[src/rtl/dac_pkg.sv]
// Shared constants for the serial DAC load controller: default widths,
// frame length and FSM state encodings.
package dac_pkg;

  localparam int unsigned VREF_W_DEF = 4;
  localparam int unsigned DATA_W_DEF = 8;
  // start + vref + data + parity
  localparam int unsigned FRAME_LEN  = VREF_W_DEF + DATA_W_DEF + 2;

  localparam logic [2:0] StIdle   = 3'd0;
  localparam logic [2:0] StShVref = 3'd1;
  localparam logic [2:0] StShData = 3'd2;
  localparam logic [2:0] StParity = 3'd3;
  localparam logic [2:0] StSettle = 3'd4;
  localparam logic [2:0] StDone   = 3'd5;

endpackage

[src/rtl/dac_settle_tmr.sv]
// Loadable down-counter timing the DAC settle window; zero flags expiry.
module dac_settle_tmr #(
  parameter int unsigned W        = 5,
  parameter int unsigned LOAD_VAL = 15
) (
  input  logic clk,
  input  logic rst,
  input  logic load,
  input  logic count,
  output logic zero
);

  logic [W-1:0] cnt_q, cnt_d;

  always_comb begin
    cnt_d = cnt_q;
    if (load) begin
      cnt_d = W'(LOAD_VAL);
    end else if (count && (cnt_q != '0)) begin
      cnt_d = cnt_q - W'(1);
    end
  end

  always_ff @(posedge clk) begin
    if (rst) begin
      cnt_q <= '0;
    end else begin
      cnt_q <= cnt_d;
    end
  end

  assign zero = (cnt_q == '0);

endmodule

[src/rtl/dac_load_ctrl.sv]
// Serial frame receiver that checks even parity, latches vref/data codes and
// holds the DAC latch enable for a fixed settle window.
module dac_load_ctrl
  import dac_pkg::*;
#(
  parameter int unsigned VREF_W     = VREF_W_DEF,
  parameter int unsigned DATA_W     = DATA_W_DEF,
  parameter int unsigned SETTLE_CYC = 16
) (
  input  logic              clk,
  input  logic              rst,
  input  logic              sin,
  input  logic              sin_en,
  output logic [VREF_W-1:0] vref_q,
  output logic [DATA_W-1:0] data_q,
  output logic              dac_le,
  output logic              busy,
  output logic              done,
  output logic              err
);

  localparam int unsigned BitMax  = (VREF_W > DATA_W) ? VREF_W : DATA_W;
  localparam int unsigned BitCntW = (BitMax > 1) ? $clog2(BitMax) : 1;
  localparam int unsigned SettleW = $clog2(SETTLE_CYC + 1);

  logic [2:0]         state_q, state_d;
  logic [BitCntW-1:0] bit_cnt_q, bit_cnt_d;
  logic [VREF_W-1:0]  vref_sh_q, vref_sh_d, vref_d;
  logic [DATA_W-1:0]  data_sh_q, data_sh_d, data_d;
  logic               par_q, par_d;
  logic               err_d;
  logic               tmr_load, tmr_zero;

  // Loaded with SETTLE_CYC-1 so zero is seen on the last settle cycle.
  dac_settle_tmr #(
    .W        (SettleW),
    .LOAD_VAL (SETTLE_CYC - 1)
  ) u_settle_tmr (
    .clk   (clk),
    .rst   (rst),
    .load  (tmr_load),
    .count (state_q == StSettle),
    .zero  (tmr_zero)
  );

  always_comb begin
    state_d   = state_q;
    bit_cnt_d = bit_cnt_q;
    vref_sh_d = vref_sh_q;
    data_sh_d = data_sh_q;
    par_d     = par_q;
    vref_d    = vref_q;
    data_d    = data_q;
    err_d     = 1'b0;
    tmr_load  = 1'b0;
    case (state_q)
      StIdle: begin
        if (sin_en && sin) begin
          state_d   = StShVref;
          bit_cnt_d = BitCntW'(VREF_W - 1);
          par_d     = 1'b0;
        end
      end
      StShVref: begin
        if (sin_en) begin
          vref_sh_d = VREF_W'({vref_sh_q, sin});
          par_d     = par_q ^ sin;
          if (bit_cnt_q == '0) begin
            state_d   = StShData;
            bit_cnt_d = BitCntW'(DATA_W - 1);
          end else begin
            bit_cnt_d = bit_cnt_q - BitCntW'(1);
          end
        end
      end
      StShData: begin
        if (sin_en) begin
          data_sh_d = DATA_W'({data_sh_q, sin});
          par_d     = par_q ^ sin;
          if (bit_cnt_q == '0) begin
            state_d   = StParity;
            bit_cnt_d = '0;
          end else begin
            bit_cnt_d = bit_cnt_q - BitCntW'(1);
          end
        end
      end
      StParity: begin
        if (sin_en) begin
          if ((par_q ^ sin) == 1'b0) begin
            state_d  = StSettle;
            vref_d   = vref_sh_q;
            data_d   = data_sh_q;
            tmr_load = 1'b1;
          end else begin
            state_d = StIdle;
            err_d   = 1'b1;
          end
        end
      end
      StSettle: begin
        if (tmr_zero) begin
          state_d = StDone;
        end
      end
      StDone:  state_d = StIdle;
      default: state_d = StIdle;
    endcase
  end

  // Status outputs are registered from the next state so they line up with it.
  always_ff @(posedge clk) begin
    if (rst) begin
      state_q   <= StIdle;
      bit_cnt_q <= '0;
      vref_sh_q <= '0;
      data_sh_q <= '0;
      par_q     <= 1'b0;
      vref_q    <= '0;
      data_q    <= '0;
      dac_le    <= 1'b0;
      busy      <= 1'b0;
      done      <= 1'b0;
      err       <= 1'b0;
    end else begin
      state_q   <= state_d;
      bit_cnt_q <= bit_cnt_d;
      vref_sh_q <= vref_sh_d;
      data_sh_q <= data_sh_d;
      par_q     <= par_d;
      vref_q    <= vref_d;
      data_q    <= data_d;
      dac_le    <= (state_d == StSettle);
      busy      <= (state_d != StIdle);
      done      <= (state_d == StDone);
      err       <= err_d;
    end
  end

endmodule

[config.mk]
export PLATFORM = sky130hd
export DESIGN_NAME = dac_load_ctrl
export DESIGN_NICKNAME = d
export VERILOG_FILES = /design/src/rtl/dac_pkg.sv /design/src/rtl/dac_settle_tmr.sv /design/src/rtl/dac_load_ctrl.sv
export SDC_FILE = /design/constraint.sdc
export NUM_CORES = 1
export LEC_CHECK = 0
export CORE_MARGIN = 4
export CORE_UTILIZATION = 32
export DETAILED_ROUTE_END_ITERATION = 6
export DONT_BUFFER_PORTS = 1
export GPL_ROUTABILITY_DRIVEN = 0
export PLACE_DENSITY = 0.45
export SLEW_MARGIN = 20
export SYNTH_ARGS = -nofsm -noshare
export SYNTH_HDL_FRONTEND = slang
export SYNTH_SLANG_ARGS = --single-unit
[constraint.sdc]
create_clock -name clk -period 1.6 [get_ports clk]
set_input_delay 0.32 -clock clk [delete_from_list [all_inputs] [get_ports clk]]
set_output_delay 0.32 -clock clk [all_outputs]
set_load 0.05 [all_outputs]
# After elaboration in Yosys (flattened, before gate mapping)
# Cells that the tools add are included.
# word_totals
ff_bits,40
input_bits,4
out_inout_bits,16
wordCells,71
# classes
n_addsub,2
n_eq_ne,10
mux,24
bitwise_logic,4
n_reduce_logical,18
# ops
cell,n
2-to-1 mux 3 bit,13
case mux 3 bit (5 select lines),1
equality test 3 bit (second input constant),3
case mux 3 bit (3 select lines),1
2-to-1 mux 4 bit,2
equality test 3 x 2 -> 1 bit (second input constant),2
zero test 3 bit,2
2-to-1 mux 1 bit,6
inequality test 2 bit (second input constant),3
AND reduction 3 bit,2
nonzero test 3 bit,2
zero test 5 bit,1
nonzero test 5 bit,1
subtractor 5 x 1 -> 5 bit (second input constant),1
AND reduction 2 bit,2
AND reduction 4 bit,1
nonzero test 2 bit,2
OR reduction 2 bit,2
equality test 3 x 1 -> 1 bit (second input constant),1
inverter 1 bit,3
OR reduction 3 bit,1
subtractor 3 x 1 -> 3 bit (second input constant),1
logical AND 1 bit,2
inequality test 2 x 1 -> 1 bit (second input constant),1
2 further kinds,2

# Logic depth before layout (Yosys ltp)
# Gate-level depths: netlist of run 1.
# depth
word_depth,5
depth_mapped,7
ltp_nobuf,6

# Cells and area by module
# Synthesis of run 1 repeated with hierarchy kept, for this count alone.
# hier_totals
cells_unflattened,196
area_unflattened_um2,1823.0
# modules_own_cells
module,n_inst,cells_each,area_per_inst_um2,seq_area_each_um2
dac_load_ctrl,1,166,1526.5,700.7
dac_settle_tmr,1,30,296.5,100.1

# Worst setup path after synthesis of run 1
# Ideal clock, no wire load.
# synth_path
path_type,flip-flop to flip-flop
startpoint,register u_settle_tmr.cnt_q[0]
endpoint,register u_settle_tmr.cnt_q[1]
setup_time_ns,0.071
arrival_ns,1.618
required_time_ns,1.529
path_slack_ns,-0.088
stages_incl_launch_ff,7
path_buffers,0
synth_period_minus_slack_ns,1.688
path_cell_list,dfxtp_1 > inv_1 > ha_1 > or3b_1 > o211ai_1 > mux2_2 > a21oi_1
# synth_via
elab_chain_len,3
word_cells_on_any_way,6
cone_classes,add/sub: 1; mux: 2; reduce/logical: 3
# synth_rtl
item,line_no,source
from (decl),dac_settle_tmr.sv:13,"logic [W-1:0] cnt_q, cnt_d;"
from (signal assigned),dac_settle_tmr.sv:28,cnt_q <= cnt_d;
subtractor 5 x 1 -> 5 bit / nonzero test 5 bit (equally long branches),"dac_settle_tmr.sv:20, dac_settle_tmr.sv:19",
2-to-1 mux 4 bit / logical AND 1 bit (equally long branches),dac_settle_tmr.sv:19,end else if (count && (cnt_q != '0)) begin
2-to-1 mux 4 bit / nonzero test 2 bit (equally long branches),-,
# Several ways; a longest one is shown, not always the timed one. The select of a mux whose other input is x is not followed.
# A chain may end at the register's enable or synchronous reset.

# Final worst setup path of run 1
# layout_path
startpoint,register u_settle_tmr.cnt_q[1]
endpoint,register u_settle_tmr.cnt_q[1]
# Same word-level chain as after synthesis.

==> results of run 1 <==
repair_timing:
item	4_1_cts	5_1_grt
setup endpoints to repair	3	6
buffers inserted	2	1
gates resized for setup	1	6
pin swaps	1	2
area by class of cell:
class                           count  area (um^2)  area share
Inverter                            3         11.3     0.00549
Multi-Input combinational cell    149          900       0.439
Timing Repair Buffer               17          135      0.0659
Sequential cell                    40          801       0.390
Tap cell                           70         87.6      0.0427
Clock inverter                      3         47.5      0.0232
Clock buffer                        5         68.8      0.0336
per-stage QoR:
stage / util / setup slack, ns / instances
floorplan: - / -0.0362 / 205
global placement: 0.363 / 0.00821 / 276
detailed placement: 0.363 / -0.0915 / 276
CTS: 0.390 / -0.0768 / 286
global route: 0.396 / -0.148 / 287
finish: 0.396 / -0.0701 / 287
placed cells by master (no fill, tap or decap), types with 2 or more instances in the layout:
master	count
or3_1	3
a32oi_1	2
buf_4	15
nor2_1	11
mux2i_1	5
nand3_1	2
clkinv_4	2
buf_6	2
and3b_1	2
clkbuf_8	5
xor2_1	4
nor3_1	5
o21ai_0	5
a21oi_1	27
nand2_1	45
nor4b_1	2
inv_2	2
dfxtp_1	40
nand2b_1	3
nor2b_1	6
registers in the layout, summed over array words and instances (netlist names):
name                cells
bit_cnt_q               3
busy                    1
dac_le                  1
data_q                  8
data_sh_q               8
done                    1
err                     1
par_q                   1
state_q                 3
u_settle_tmr.cnt_q      5
vref_q                  4
vref_sh_q               4
worst max-delay path, stage by stage (launching register included):
cell and delay [ns]:
dfxtp_1 0.31, inv_2 0.07, ha_4 0.13, or3b_4 0.37
o211ai_1 0.29, mux2_4 0.34, a21oi_2 0.10
cells by family (layout without fill, tap and decap cells):
group | after synthesis | in the layout | synth area share
AO/OA/AOI/OAI | 44 | 44 | 0.149
adder cells (fa/ha/maj) | 2 | 2 | 0.0144
buffers and inverters | 16 | 28 | 0.0446
XOR/XNOR | 5 | 5 | 0.0252
AND/OR/NAND/NOR | 92 | 92 | 0.271
multiplexers | 6 | 6 | 0.0353
flip-flops | 40 | 40 | 0.461
routing by layer:
metal,part of all wire,vias up
met1,0.46,650
met4,0.013,0
met5,0,-
met2,0.46,29
met3,0.058,6
li1,-,724
worst min path at each step:
stage	slack, ns	from	endpoint
after floorplan	0.43	vref_sh_q[3]	vref_q[3]
after global placement	0.39	rst	u_settle_tmr.cnt_q[1]
after detailed placement	0.40	rst	state_q[2]
after CTS	0.07	rst	data_q[2]
after global routing	0.07	rst	data_sh_q[0]
final	0.09	rst	u_settle_tmr.cnt_q[2]
power groups by stage:
| stage | Clock (mW) | Combinational, mW | Sequential, mW |
|---|---|---|---|
| detailed placement | 0 | 0.157 | 1.06 |
| global route | 0.918 | 0.178 | 1.04 |
| floorplan | 0 | 0.122 | 1.06 |
| finish | 0.834 | 0.166 | 1.04 |
| global placement | 0 | 0.155 | 1.06 |
| CTS | 0.869 | 0.161 | 1.04 |
==> metrics, run 1 <==
RSZ-0062 raised after global routing true; Clock Sinks 40; startpoint types register; Initial Utilization 0.336; Seq cells post-synth 40; Cell Area, Placed 1880 um^2; worst hold path class primary input to register; Total GRT Usage 0.121; Post-synth top flop dfxtp_1; Hold Slack 0.0892 ns; First-pass DRT Iterations 4; Cell Rows 26; FF-to-FF Start u_settle_tmr.cnt_q[1]; Comb pwr share 0.081; clk_lat worst skew 0.29 ns; most numerous cell in the Yosys netlist nand2_1; synth top area cells dfxtp_1, nand2_1, a21oi_1; VDD IR max 0.000413 V; CTS hold repair buffers 0; Worst Setup EP u_settle_tmr.cnt_q[1]; Post-Route WL 3780 um; GR Util met3 0.0450; Final setup viols 2; Critical Path AT 1.90 ns; total CTS buffers 5; setup slack after layout -0.0701 ns; crit-path max FO 2; Cell Int Power 1.56 mW; CTS root buf clkbuf_8; Worst setup startpoint u_settle_tmr.cnt_q[1]; Die ar. 6670 um^2; WP data required 1.83 ns; P per Cell Area 993 nW/um^2; post-synth net total 211; Inserted Diodes 0; Post-synth EDFFs 0; Initial DRC Count 82; Slew HR 0.656; Synthesis Warnings 0; wire length per cell 13.2 um; failing checks setup timing; clock share of power 0.410; antenna violations before repair 0; Synth top area share 0.461; die height 81.7 um; Tot Pwr 2.04 mW; Syn Area/Cell 8.48 um^2; CTS tree yes; Buffers on Ports 0; Final min period 1.67 ns; pins over their slew limit 0; Finished Cell Area 2050 um^2; Fin Setup TNS -0.104 ns; CTS clk-pin slew, worst paths 0.09 ns; worst slew pin tran 0.515 ns; Pleak 0.721 nW; status complete, but fails checks; vias in the first global route 1320; Vias 1409; Synth area leader dfxtp_1; Worst Setup End Kind register; first-pass GRT wire length 6240 um; sequential share of the synthesized area 0.461; chip width 81.7 um; Routed Antenna Nets 0; fillers 530; Setup Skew 0.0104 ns; Cell Area, Synth 1740 um^2; Sequential Power Share 0.509; Area Overhead vs Synth 18.0%; most frequent cells after synthesis nand2_1, dfxtp_1, a21oi_1; met2 usage 0.192; Max-Cap Viols 0; Final Hold Viols 0; Core ar. 5170 um^2; Clock Path Buffers 2; I/O pins 20; Cells after Synth 205; post-synthesis cell type count 42; Vias/cell 4.91; largest net degree at the start of global routing 39; maximum clock rate 599 MHz; RR Endpoint u_settle_tmr.cnt_q[1]; CP Class register to register; R2R depth 6; NetSw 0.478 mW; layout cells sized above 1 0.175; met1 usage 0.153; DRC viols 0; GRT busiest layer met2; CTS HTree Levels 2; Final Cycle Share 1.04; cell count of the worst hold path 1; r2r setup slk -0.07 ns; Nets 222; dpl hpwl 2660 um; ys async rst share 0; Sw Share 0.235; GRT overflow 0
Power figures use the tool's default switching activity.
==> inputs of run 2 (changes only) <==
--- a/config.mk
+++ b/config.mk
@@ -10,6 +10,7 @@
 export DETAILED_ROUTE_END_ITERATION = 6
 export DONT_BUFFER_PORTS = 1
 export GPL_ROUTABILITY_DRIVEN = 0
+export GPL_TIMING_DRIVEN = 0
 export PLACE_DENSITY = 0.45
 export SLEW_MARGIN = 20
 export SYNTH_ARGS = -nofsm -noshare
==> run 2 against run 1 <==
Effect of this change: the flow still finishes with violations (setup timing); clock skew is 0.0054 ns lower; flip-flop and latch count stayed put; first-iteration DRC count is 4.9% lower; sequential share of layout area is 0.77 points higher; sequential power hardly changed; die area stayed put; clock power is 3.0% higher; core utilization is 0.34 points lower; wire length is 6.3% higher; critical path depth stayed put; via count is 1.8% higher.
==> metrics, run 2 (synthesis gave the netlist of run 1 again) <==
most common cell after layout, fill and taps aside nand2_1; Crit path largest cell delay 0.38 ns (about the same); die height 81.7 um (unchanged); Final min period 1.67 ns (+0.00397 ns); Core ar. 5170 um^2 (unchanged); WP data required 1.83 ns (about the same); VDD IR max 0.000317 V (-23%); Initial DRC Count 78 (-4.9%); dpl hpwl 2820 um (+6.1%); Clock Path Buffers 2 (unchanged); Routed Antenna Nets 0 (unchanged); Initial Utilization 0.336 (unchanged); Inserted Diodes 0 (unchanged); P per Cell Area 1020 nW/um^2 (+2.2%); RSZ-0062 raised after global routing true; largest net degree at the start of global routing 14 (-64%); First-pass DRT Iterations 4 (unchanged); Post-Route WL 4020 um (+6.3%); wire length per cell 14.0 um (+6.0%); Vias/cell 4.98 (+1.4%); Final Cycle Share 1.05 (+0.00248); pins over their slew limit 0 (unchanged); crit-path max FO 3 (+1); Max-Cap Viols 0 (unchanged); maximum clock rate 597 MHz (-0.24%); Total GRT Usage 0.132 (+0.0104); total CTS buffers 5 (unchanged); Cell Rows 26 (unchanged); first-pass GRT wire length 6710 um (+7.6%); Buffers on Ports 0 (unchanged); CTS root buf clkbuf_8; Setup Skew 0.00495 ns (-0.00540 ns); Clock Sinks 40 (unchanged); critical-path cell list inv_2 -> ha_4 -> or3b_4 -> o211ai_1 -> mux2_4 -> a21oi_2; setup slack after layout -0.0741 ns (-0.00397 ns); startpoint types register; chip width 81.7 um (unchanged); Vias 1434 (+1.8%); antenna violations before repair 0 (unchanged); Non-Filler Instances 288 (+0.35%); vias in the first global route 1356 (+2.7%); Top Family by Delay on Critical Path simple AND/OR/NAND/NOR gates; CP max-delay cell or3b_4; CTS HTree Levels 2 (unchanged); status complete, but fails checks; GRT overflow 0 (unchanged); CP Class register to register; clk_lat worst skew 0.29 ns (about the same); top flop regs data_q x8, data_sh_q x8, u_settle_tmr.cnt_q x5; placed insts 275 (-0.36%); Slew HR 0.633 (-0.0236); Nets 223 (+0.45%); CTS clk-pin slew, worst paths 0.08 ns (about the same); Pleak 0.710 nW (-1.6%); Area Overhead vs Synth 17.0%; Worst Setup End Kind register; worst hold path class primary input to register; most frequent cells in the layout nand2_1, dfxtp_1, a21oi_1; Final setup viols 2 (unchanged); Die ar. 6670 um^2 (unchanged); CTS tree yes; Tot Pwr 2.06 mW (+1.3%); Critical Path AT 1.90 ns (about the same); fillers 535 (+0.94%); layout cells sized above 1 0.165 (-0.00998); worst slew pin tran 0.551 ns (+0.0361 ns); Final Hold Viols 0 (unchanged); DRC viols 0 (unchanged); CTS hold repair buffers 0 (unchanged); I/O pins 20 (unchanged); failing checks setup timing; Critical path buffers and inverters 1 (unchanged)
## run 2: changes by cell type in the layout (fill, tap and decap cells not counted), moves of 2 or more
cell,delta
buf_2,+4
dfxtp_1,-3
dfxtp_4,+2
clkbuf_1,+5
buf_4,-9
## run 2: worst reg2reg max path, stage by stage (launching register included)
cell	delay, ns
dfxtp_1	0.32
inv_2	0.08
ha_4	0.13
or3b_4	0.38
o211ai_1	0.27
mux2_4	0.34
a21oi_2	0.11
## run 2: final cells by class
cell class	instances	area, um^2	share of cell area
well taps	70	87.6	0.0431
repair buffers	5	37.5	0.0185
flip-flops and latches	40	810	0.398
clock buffers	6	82.6	0.0406
plain buffers	13	70.1	0.0345
inverters	3	11.3	0.00554
multi-input cells	149	896	0.441
clock inverters	2	38.8	0.0191
## run 2: routing by layer
metal | global-route usage | wire [um]
met1 | 0.176 | 1970
met2 | 0.203 | 1830
met3 | 0.0428 | 188
met4 | 0.0399 | 39
met5 | 0 | 0
## run 2: per-stage QoR
stage,area (um^2),hold WS [ns],setup WS [ns],utilization,setup TNS (ns)
floorplan,1750,0.431,-0.0362,-,-0.0362
global placement,1840,0.445,-0.114,0.356,-0.390
detailed placement,1840,0.453,-0.156,0.356,-0.438
CTS,2000,0.230,-0.0713,0.386,-0.114
global route,2030,0.252,-0.132,0.393,-0.246
finish,2030,0.241,-0.0741,0.393,-0.116
## run 2: repair_timing
action,CTS,global route
pin swaps,1,1
buffers inserted,3,2
endpoints found under the setup margin,6,13
gates resized for setup,5,6
## run 2: path summary, 6_finish.rpt
check,end,slack [ns],start,cells past startpoint
max,u_settle_tmr.cnt_q[1],-0.07,u_settle_tmr.cnt_q[1],6
max reg2reg,u_settle_tmr.cnt_q[1],-0.07,u_settle_tmr.cnt_q[1],6
min reg2reg,data_q[7],0.46,data_sh_q[7],2
min,err,0.24,sin_en,2
## run 2: where the power goes
group / internal, mW / leakage [nW] / switching (mW)
clock: 0.510 / 0.0614 / 0.350
sequential: 1.01 / 0.325 / 0.0305
combinational: 0.0634 / 0.323 / 0.0991
